--- config.mk ---
export PLATFORM = sky130hd
export DESIGN_NAME = restoring_divider
export DESIGN_NICKNAME = d
export VERILOG_FILES = /design/src/rtl/div_pkg.sv /design/src/rtl/div_step.sv /design/src/rtl/restoring_divider.sv
export SDC_FILE = /design/constraint.sdc
export NUM_CORES = 1
export LEC_CHECK = 0
export ABC_AREA = 1
export CORE_MARGIN = 5
export CORE_UTILIZATION = 44
export DETAILED_ROUTE_END_ITERATION = 16
export PLACE_DENSITY_LB_ADDON = 0.12
export SETUP_SLACK_MARGIN = 0.02
export SLEW_MARGIN = 20
export SYNTH_ARGS = -nofsm -noshare
export SYNTH_HDL_FRONTEND = slang
export SYNTH_SLANG_ARGS = --single-unit
--- constraint.sdc ---
create_clock -name Clk -period 3.2 [get_ports Clk]
set_input_delay 0.32 -clock Clk [delete_from_list [all_inputs] [get_ports Clk]]
set_output_delay 0.32 -clock Clk [all_outputs]
set_load 0.01 [all_outputs]
--- src/rtl/div_pkg.sv ---
// Shared types and constants for the restoring divider: FSM state encoding,
// counter-width helper and the divide-by-zero quotient fill bit.
package div_pkg;

    typedef enum logic [2:0] {
        IDLE,
        INIT,
        SHIFT,
        SUB,
        FIX,
        DONE
    } div_state_t;

    // Counter must be able to hold WIDTH itself, hence WIDTH+1 values.
    function automatic int div_cnt_w(input int width);
        return $clog2(width + 1);
    endfunction

    localparam logic DIV_ZERO_QUOT_BIT = 1'b1;

endpackage

--- src/rtl/div_step.sv ---
// One restoring step: trial-subtract the divisor from the partial remainder,
// keep the difference when it is non-negative, otherwise restore.
module div_step #(
    parameter int WIDTH = 8
) (
    input  logic [WIDTH:0]   a_i,
    input  logic [WIDTH-1:0] d_i,
    output logic [WIDTH:0]   a_o,
    output logic             q_bit_o
);

    logic [WIDTH:0] diff;

    always_comb begin
        diff    = a_i - {1'b0, d_i};
        q_bit_o = ~diff[WIDTH];
        a_o     = q_bit_o ? diff : a_i;
    end

endmodule

--- src/rtl/restoring_divider.sv ---
// Sequential restoring divider, one quotient bit per SHIFT/SUB pair.
// Define DIV_SIGNED_EN for two's-complement operation (adds the FIX state).
module restoring_divider
    import div_pkg::*;
#(
    parameter int WIDTH = 8
) (
    input  logic             Clk,
    input  logic             Reset,
    input  logic             Run,
    input  logic             Load_Dvd,
    input  logic             Load_Dvs,
    input  logic [WIDTH-1:0] Din,
    output logic [WIDTH-1:0] Quot,
    output logic [WIDTH-1:0] Rem,
    output logic             Done,
    output logic             DivZero
);

    localparam int CNT_W = div_cnt_w(WIDTH);

    div_state_t       state_q, state_d;
    logic [WIDTH:0]   a_q, a_d;
    logic [WIDTH-1:0] q_q, q_d;
    logic [WIDTH-1:0] d_q, d_d;
    logic [WIDTH-1:0] dvd_q, dvd_d;
    logic [CNT_W-1:0] cnt_q, cnt_d;
    logic             dz_q, dz_d;

    logic [WIDTH-1:0] dvd_mag;
    logic [WIDTH-1:0] dvs_mag;
    logic [WIDTH:0]   step_a;
    logic             step_bit;

`ifdef DIV_SIGNED_EN
    logic dvd_neg_q, dvd_neg_d;
    logic dvs_neg_q, dvs_neg_d;

    // Operand registers keep the raw loaded values so a reused divisor keeps its sign.
    assign dvd_mag = dvd_q[WIDTH-1] ? -dvd_q : dvd_q;
    assign dvs_mag = d_q[WIDTH-1]   ? -d_q   : d_q;
`else
    assign dvd_mag = dvd_q;
    assign dvs_mag = d_q;
`endif

    div_step #(.WIDTH(WIDTH)) u_step (
        .a_i     (a_q),
        .d_i     (dvs_mag),
        .a_o     (step_a),
        .q_bit_o (step_bit)
    );

    always_comb begin
        // NOTE: every _d starts from its _q, so no branch can leave a signal unassigned and infer a latch.
        state_d = state_q;
        a_d     = a_q;
        q_d     = q_q;
        d_d     = d_q;
        dvd_d   = dvd_q;
        cnt_d   = cnt_q;
        dz_d    = dz_q;
`ifdef DIV_SIGNED_EN
        dvd_neg_d = dvd_neg_q;
        dvs_neg_d = dvs_neg_q;
`endif

        case (state_q)
            IDLE: begin
                if (Load_Dvd) dvd_d = Din;
                if (Load_Dvs) d_d   = Din;
                if (Run) begin
                    dz_d    = 1'b0;
                    state_d = INIT;
                end
            end
            INIT: begin
                a_d   = '0;
                cnt_d = '0;
                dz_d  = 1'b0;
                q_d   = dvd_mag;
`ifdef DIV_SIGNED_EN
                dvd_neg_d = dvd_q[WIDTH-1];
                dvs_neg_d = d_q[WIDTH-1];
`endif
                if (d_q == '0) begin
                    dz_d    = 1'b1;
                    q_d     = {WIDTH{DIV_ZERO_QUOT_BIT}};
                    a_d     = {1'b0, dvd_q};
                    state_d = DONE;
                end else begin
                    state_d = SHIFT;
                end
            end
            SHIFT: begin
                a_d     = {a_q[WIDTH-1:0], q_q[WIDTH-1]};
                q_d     = {q_q[WIDTH-2:0], 1'b0};
                state_d = SUB;
            end
            SUB: begin
                a_d    = step_a;
                q_d[0] = step_bit;
                cnt_d  = cnt_q + CNT_W'(1);
                if (cnt_q == CNT_W'(WIDTH - 1)) begin
`ifdef DIV_SIGNED_EN
                    state_d = FIX;
`else
                    state_d = DONE;
`endif
                end else begin
                    state_d = SHIFT;
                end
            end
`ifdef DIV_SIGNED_EN
            FIX: begin
                if (dvd_neg_q ^ dvs_neg_q) q_d = -q_q;
                if (dvd_neg_q)             a_d = {1'b0, -a_q[WIDTH-1:0]};
                state_d = DONE;
            end
`endif
            DONE: begin
                if (!Run) state_d = IDLE;
            end
            default: state_d = IDLE;
        endcase
    end

    always_ff @(posedge Clk) begin
        // NOTE: state registers use non-blocking assignments so every flop samples pre-edge values.
        if (Reset) begin
            state_q <= IDLE;
            a_q     <= '0;
            q_q     <= '0;
            d_q     <= '0;
            dvd_q   <= '0;
            cnt_q   <= '0;
            dz_q    <= 1'b0;
`ifdef DIV_SIGNED_EN
            dvd_neg_q <= 1'b0;
            dvs_neg_q <= 1'b0;
`endif
        end else begin
            state_q <= state_d;
            a_q     <= a_d;
            q_q     <= q_d;
            d_q     <= d_d;
            dvd_q   <= dvd_d;
            cnt_q   <= cnt_d;
            dz_q    <= dz_d;
`ifdef DIV_SIGNED_EN
            dvd_neg_q <= dvd_neg_d;
            dvs_neg_q <= dvs_neg_d;
`endif
        end
    end

    assign Quot    = q_q;
    assign Rem     = a_q[WIDTH-1:0];
    assign Done    = (state_q == DONE);
    assign DivZero = dz_q;

endmodule

## Yosys cells after proc, flatten, opt, wreduce, memory -nomap -nowiden

Index checks and enable logic that the tools add are counted.

| operators by class | value |
|---|---|
| bitwise gates (word level) | 1 |
| mux-type cells | 15 |
| reductions and logical operators | 11 |
| eq/ne operators | 8 |
| $add $sub $neg | 2 |

Operators with widths:

| kind | number |
|---|---|
| 9-bit one-hot mux with 3 select lines | 1 |
| 8-bit two-way mux | 2 |
| 3-bit one-hot mux with 5 select lines | 1 |
| 7-bit one-hot mux with 2 select lines | 1 |
| 3-bit two-way mux | 4 |
| 2-bit AND reduction | 5 |
| 9-bit two-way mux | 1 |
| 9-bit by 8-bit subtractor with 9-bit output | 1 |
| 8-bit zero test | 1 |
| 4-bit one-hot mux with 2 select lines | 1 |
| 3-bit by 2-bit equality test with 1-bit output (second input constant) | 2 |
| 2-bit != test (second input constant) | 3 |
| 2-bit nonzero test | 3 |
| 4-bit by 1-bit adder with 4-bit output (second input constant) | 1 |
| 4-bit by 3-bit equality test with 1-bit output (second input constant) | 1 |
| 3-bit by 1-bit equality test with 1-bit output (second input constant) | 1 |
| 3-bit equality test (second input constant) | 1 |
| 3-bit zero test | 1 |
| 1-bit one-hot mux with 3 select lines | 1 |
| 3-bit nonzero test | 1 |
| 1-bit two-way mux | 2 |
| 1-bit one-hot mux with 2 select lines | 1 |
| 1-bit NOT | 1 |

| storage, ports and cells | value |
|---|---|
| logic and storage cells | 45 |
| bits in registers | 41 |

## Longest topological paths before layout

| logic depth | value |
|---|---|
| depth in word-level cells | 3 |
| mapped depth | 14 |

## Modules after synthesis

From an unflattened synthesis, not the netlist that was laid out.

| unflattened totals | value |
|---|---|
| cells, all modules | 392 |
| area, all modules | 2512.4 µm² |

By module, submodules not included:

| module | cells an instance | times used | area an instance (µm²) | seq. area each (µm²) |
|---|---|---|---|---|
| restoring_divider | 300 | 1 | 2023.2 | 820.8 |
| div_step | 92 | 1 | 489.2 | 0.0 |

## Worst setup path after synthesis

OpenSTA, ideal clock, no wires.

| path | value |
|---|---|
| path kind | register to register |
| start point | register a_q[0] |
| end point | register a_q[1] |
| required time | 3085 ps |
| cell stages (with the launch flop) | 13 |
| arrival | 1767 ps |
| clock period less this slack | 1882 ps |
| setup slack | 1318 ps |
| library setup time | 115 ps |
| cell sequence | dfxtp_1 > inv_1 > ha_1 > fa_1 > inv_1 > nand2_1 > nand2_1 > nand3_1 > nand3_1 > nand3_4 > buf_6 > a21oi_1 > nor2_1 |

| on the way | value |
|---|---|
| word-level cells in the longest chain between the ends | 3 |

RTL lines:

| what | line | text |
|---|---|---|
| start: declaration | restoring_divider.sv:23 | `logic [WIDTH:0] a_q, a_d;` |
| start signal: assignment | restoring_divider.sv:132 | `a_q <= '0;` |
| start signal: assignment | restoring_divider.sv:144 | `a_q <= a_d;` |
| 9-bit by 8-bit subtractor with 9-bit output | div_step.sv:15 | `diff = a_i - {1'b0, d_i};` |
| 9-bit two-way mux or 2-bit != test (tied branches) | -- |  |
| 9-bit one-hot mux with 3 select lines or 2-bit AND reduction (tied branches) | -- |  |

Parallel ways exist; a longest one is shown, timed or not. The select of a mux whose other input is x is not followed.
A chain may end at the register's enable or synchronous reset.

## Worst setup path after layout

| path | value |
|---|---|
| start point | register a_q[0] |
| end point | register a_q[5] |

| on the way | value |
|---|---|
| word-level cells in the longest chain between the ends | 3 |

RTL lines:

| what | line |
|---|---|
| 9-bit by 8-bit subtractor with 9-bit output (*) | div_step.sv:15 |
| 9-bit two-way mux or 2-bit != test (tied branches) | -- |
| 9-bit one-hot mux with 3 select lines or 2-bit AND reduction (tied branches) | -- |

Mark *: on every way between the ends. The rest lies on a longest branch, timed or not. The select of a mux whose other input is x is not followed.

==> results.toml <==
[outcome]
status = "finished clean"

[route]
viasPerCell = 5.05
dr.pass1.iters = 4
drt_iter0_drc = 136
drc = 0
wirelength_mm = 5.71
ant_nets = 0
vias = 2116
wl_per_cell_microns = 13.6

[synthesis]
yosysWarnings = 0
synth_fa_ha_area_frac = 0.0619
async_flop_share = 0
synthMuxAreaShare = 0
avgSynthCellArea_sq_um = 7.11
syn_nets = 354
yosysSeqAreaShare = 0.350
synthCells = 330
ys_seq_elements = 41
synth-compound-area-share = 0.184
synth_xor_xnor_area_share = 0
synth_top_family_by_area = "simple AND/OR/NAND/NOR gates"
synth-simple-area-share = 0.262
synth_enable_flop_cells = 0
synth.distinct_cells = 34
synthFlopType = "dfxtp_1"
syn_area_sq_um = 2350

[sta]
setup_slack_ns = 1.05
finalHoldViolations = 0
slew_headroom = 0.489
setup_viol = 0
max_freq_mhz = 464
worst_pin_slew_ns = 0.764
whs_ns = 0.480
final.period_utilization = 0.673
clock_skew_ns = 0.00660
drv_slew = 0
period_needed_ns = 2.15
setup_tns_ns = 0
rsz0062_at_grt = "no"

[global_route]
overflow = 0
grt_usage = 0.165
grt_pass1_vias = 1955
grt_pass1_wl_mm = 9.26
grt_max_degree = 27
antenna_found_initial = 0

[setup_path]
cp_slowest_cell = "dfxtp_1"
path_cells = "inv_1 -> ha_1 -> fa_1 -> inv_1 -> nand2_1 -> nand2_1 -> nand3_1 -> nand3_1 -> nand3_4 -> nand2_1 -> inv_1 -> nor2_1 -> nor2_1"
cp.required_ns = 3.40
cp-start-kind = "register"
crit_type = "reg2reg"
worst_ep_arrival_time_ns = 2.36
r2r_slack_ns = 1.05
end_kind = "register"
path_max_fanout = 15
critPathMaxStageDelay_ns = 0.38
path_buf_inv = 3
critPathTopFamily = "simple AND/OR/NAND/NOR gates"

[clock_tree]
hold_buffers = 0
cts_setup_buffers = 0
cts-buffers-inserted = 5
clock_path_buffers = 2
clock_sink_count = 41
path_clk_slew_ns = 0.09
ctsResizeCount = 0
cts_root_buf = "clkbuf_8"
cts_tree = "built"
clk_latency_ns = 0.29
htree_levels = 2

[placed_design]
hpwlAfterDp_mm = 4.32
gp_congestion = 0.829
place_ws_ns = 1.09
io_buffers = 30

[job]
drv_cap = 0

[floorplanning]
placeableCoreArea_sq_um = 5140
die_h_microns = 83.0
die_w_microns = 83.0
start_util = 0.456
io_pins = 31
std_cell_rows = 26
dieArea_sq_um = 6890

[power_and_ir_drop]
p_total_uw = 2660
ir_drop_mv = 0.421
power_density_nw_per_um2 = 986
leakagePower_uw = 0.00116

[layout]
drive_gt1_frac = 0.0688
area_delta_synth_final_pct = 14.8
fill_cells = 560
fin_util = 0.524
nets = 372
diodes = 0

[min_path]
hold_path.class = "reg2reg"
-- synth_stat cells, types with 5 or more instances --
cell / instances / area share
a21oi_1: 30 / 0.064
nand3b_1: 6 / 0.019
buf_4: 9 / 0.029
dfxtp_1: 41 / 0.35
o21ai_0: 19 / 0.041
nand3_1: 29 / 0.062
o221ai_1: 7 / 0.026
inv_1: 48 / 0.077
a31oi_1: 9 / 0.024
buf_2: 5 / 0.011
nor2_1: 24 / 0.038
ha_1: 10 / 0.053
nand2_1: 59 / 0.094
-- routing by layer --
metal / part of all wire / up-vias / wire length (microns) / global-route usage
met5: 0 / - / 0 / 0
met4: 0.0060 / 0 / 34 / 0.0357
met3: 0.045 / 2 / 257 / 0.0396
met2: 0.46 / 39 / 2630 / 0.274
met1: 0.49 / 949 / 2790 / 0.216
li1: - / 1126 / - / -
-- final timing paths --
kind,from,endpoint,cells past startpoint
hold / removal,cnt_q[3],cnt_q[3],1
hold reg to reg,cnt_q[3],cnt_q[3],1
setup reg to reg,a_q[0],a_q[5],13
setup / recovery,a_q[0],a_q[5],13
-- through the flow --
stage	std cells	cell area, sq um
2_1_floorplan	330	2350
3_3_place_gp	411	2600
3_5_place_dp	411	2600
4_1_cts	419	2690
5_1_grt	419	2690
6_report	419	2690
-- where the power goes --
group	internal, uW	switching, uW	leakage (uW)	total [uW]
Sequential	665	123	0.000337	789
Combinational	594	922	0.000780	1520
Clock	155	197	0.0000445	352
-- cells by family after synthesis --
group                    Yosys count
flip-flops                        41
AO/OA/AOI/OAI                     73
buffers and inverters             72
AND/OR/NAND/NOR                  133
adder cells (fa/ha/maj)           11
-- cell type report --
| type | count | area, sq um | area share |
|---|---|---|---|
| clock inverters | 3 | 21.3 | 0.00790 |
| repair buffers | 31 | 308 | 0.114 |
| clock buffers | 5 | 68.8 | 0.0255 |
| multi-input cells | 217 | 1190 | 0.443 |
| inverters | 52 | 195 | 0.0725 |
| well taps | 70 | 87.6 | 0.0325 |
| flip-flops and latches | 41 | 821 | 0.305 |
-- flip-flops by register name, indices dropped and copies added, names as in the netlist --
| signal | flops |
|---|---|
| d_q | 8 |
| Quot | 8 |
| dvd_mag | 8 |
| a_q | 9 |
| cnt_q | 4 |
| DivZero | 1 |
| state_q | 3 |
-- layout by cell type (no fill, tap or decap), types with 5 or more instances in the layout --
master	n
a31oi_1	9
dfxtp_1	41
clkbuf_8	5
inv_1	48
nand3_1	29
o221ai_1	7
a21oi_1	30
ha_1	10
clkdlybuf4s50_1	30
o21ai_0	19
nand2_1	59
nor2_1	24
nand3b_1	6
-- worst reg2reg max path: stages (launching register included) --
cell	delay [ns]
dfxtp_1	0.38
inv_1	0.09
ha_1	0.21
fa_1	0.35
inv_1	0.07
nand2_1	0.06
nand2_1	0.12
nand3_1	0.11
nand3_1	0.14
nand3_4	0.18
nand2_1	0.16
inv_1	0.06
nor2_1	0.08
nor2_1	0.05
(Power assumes the default switching activity.)
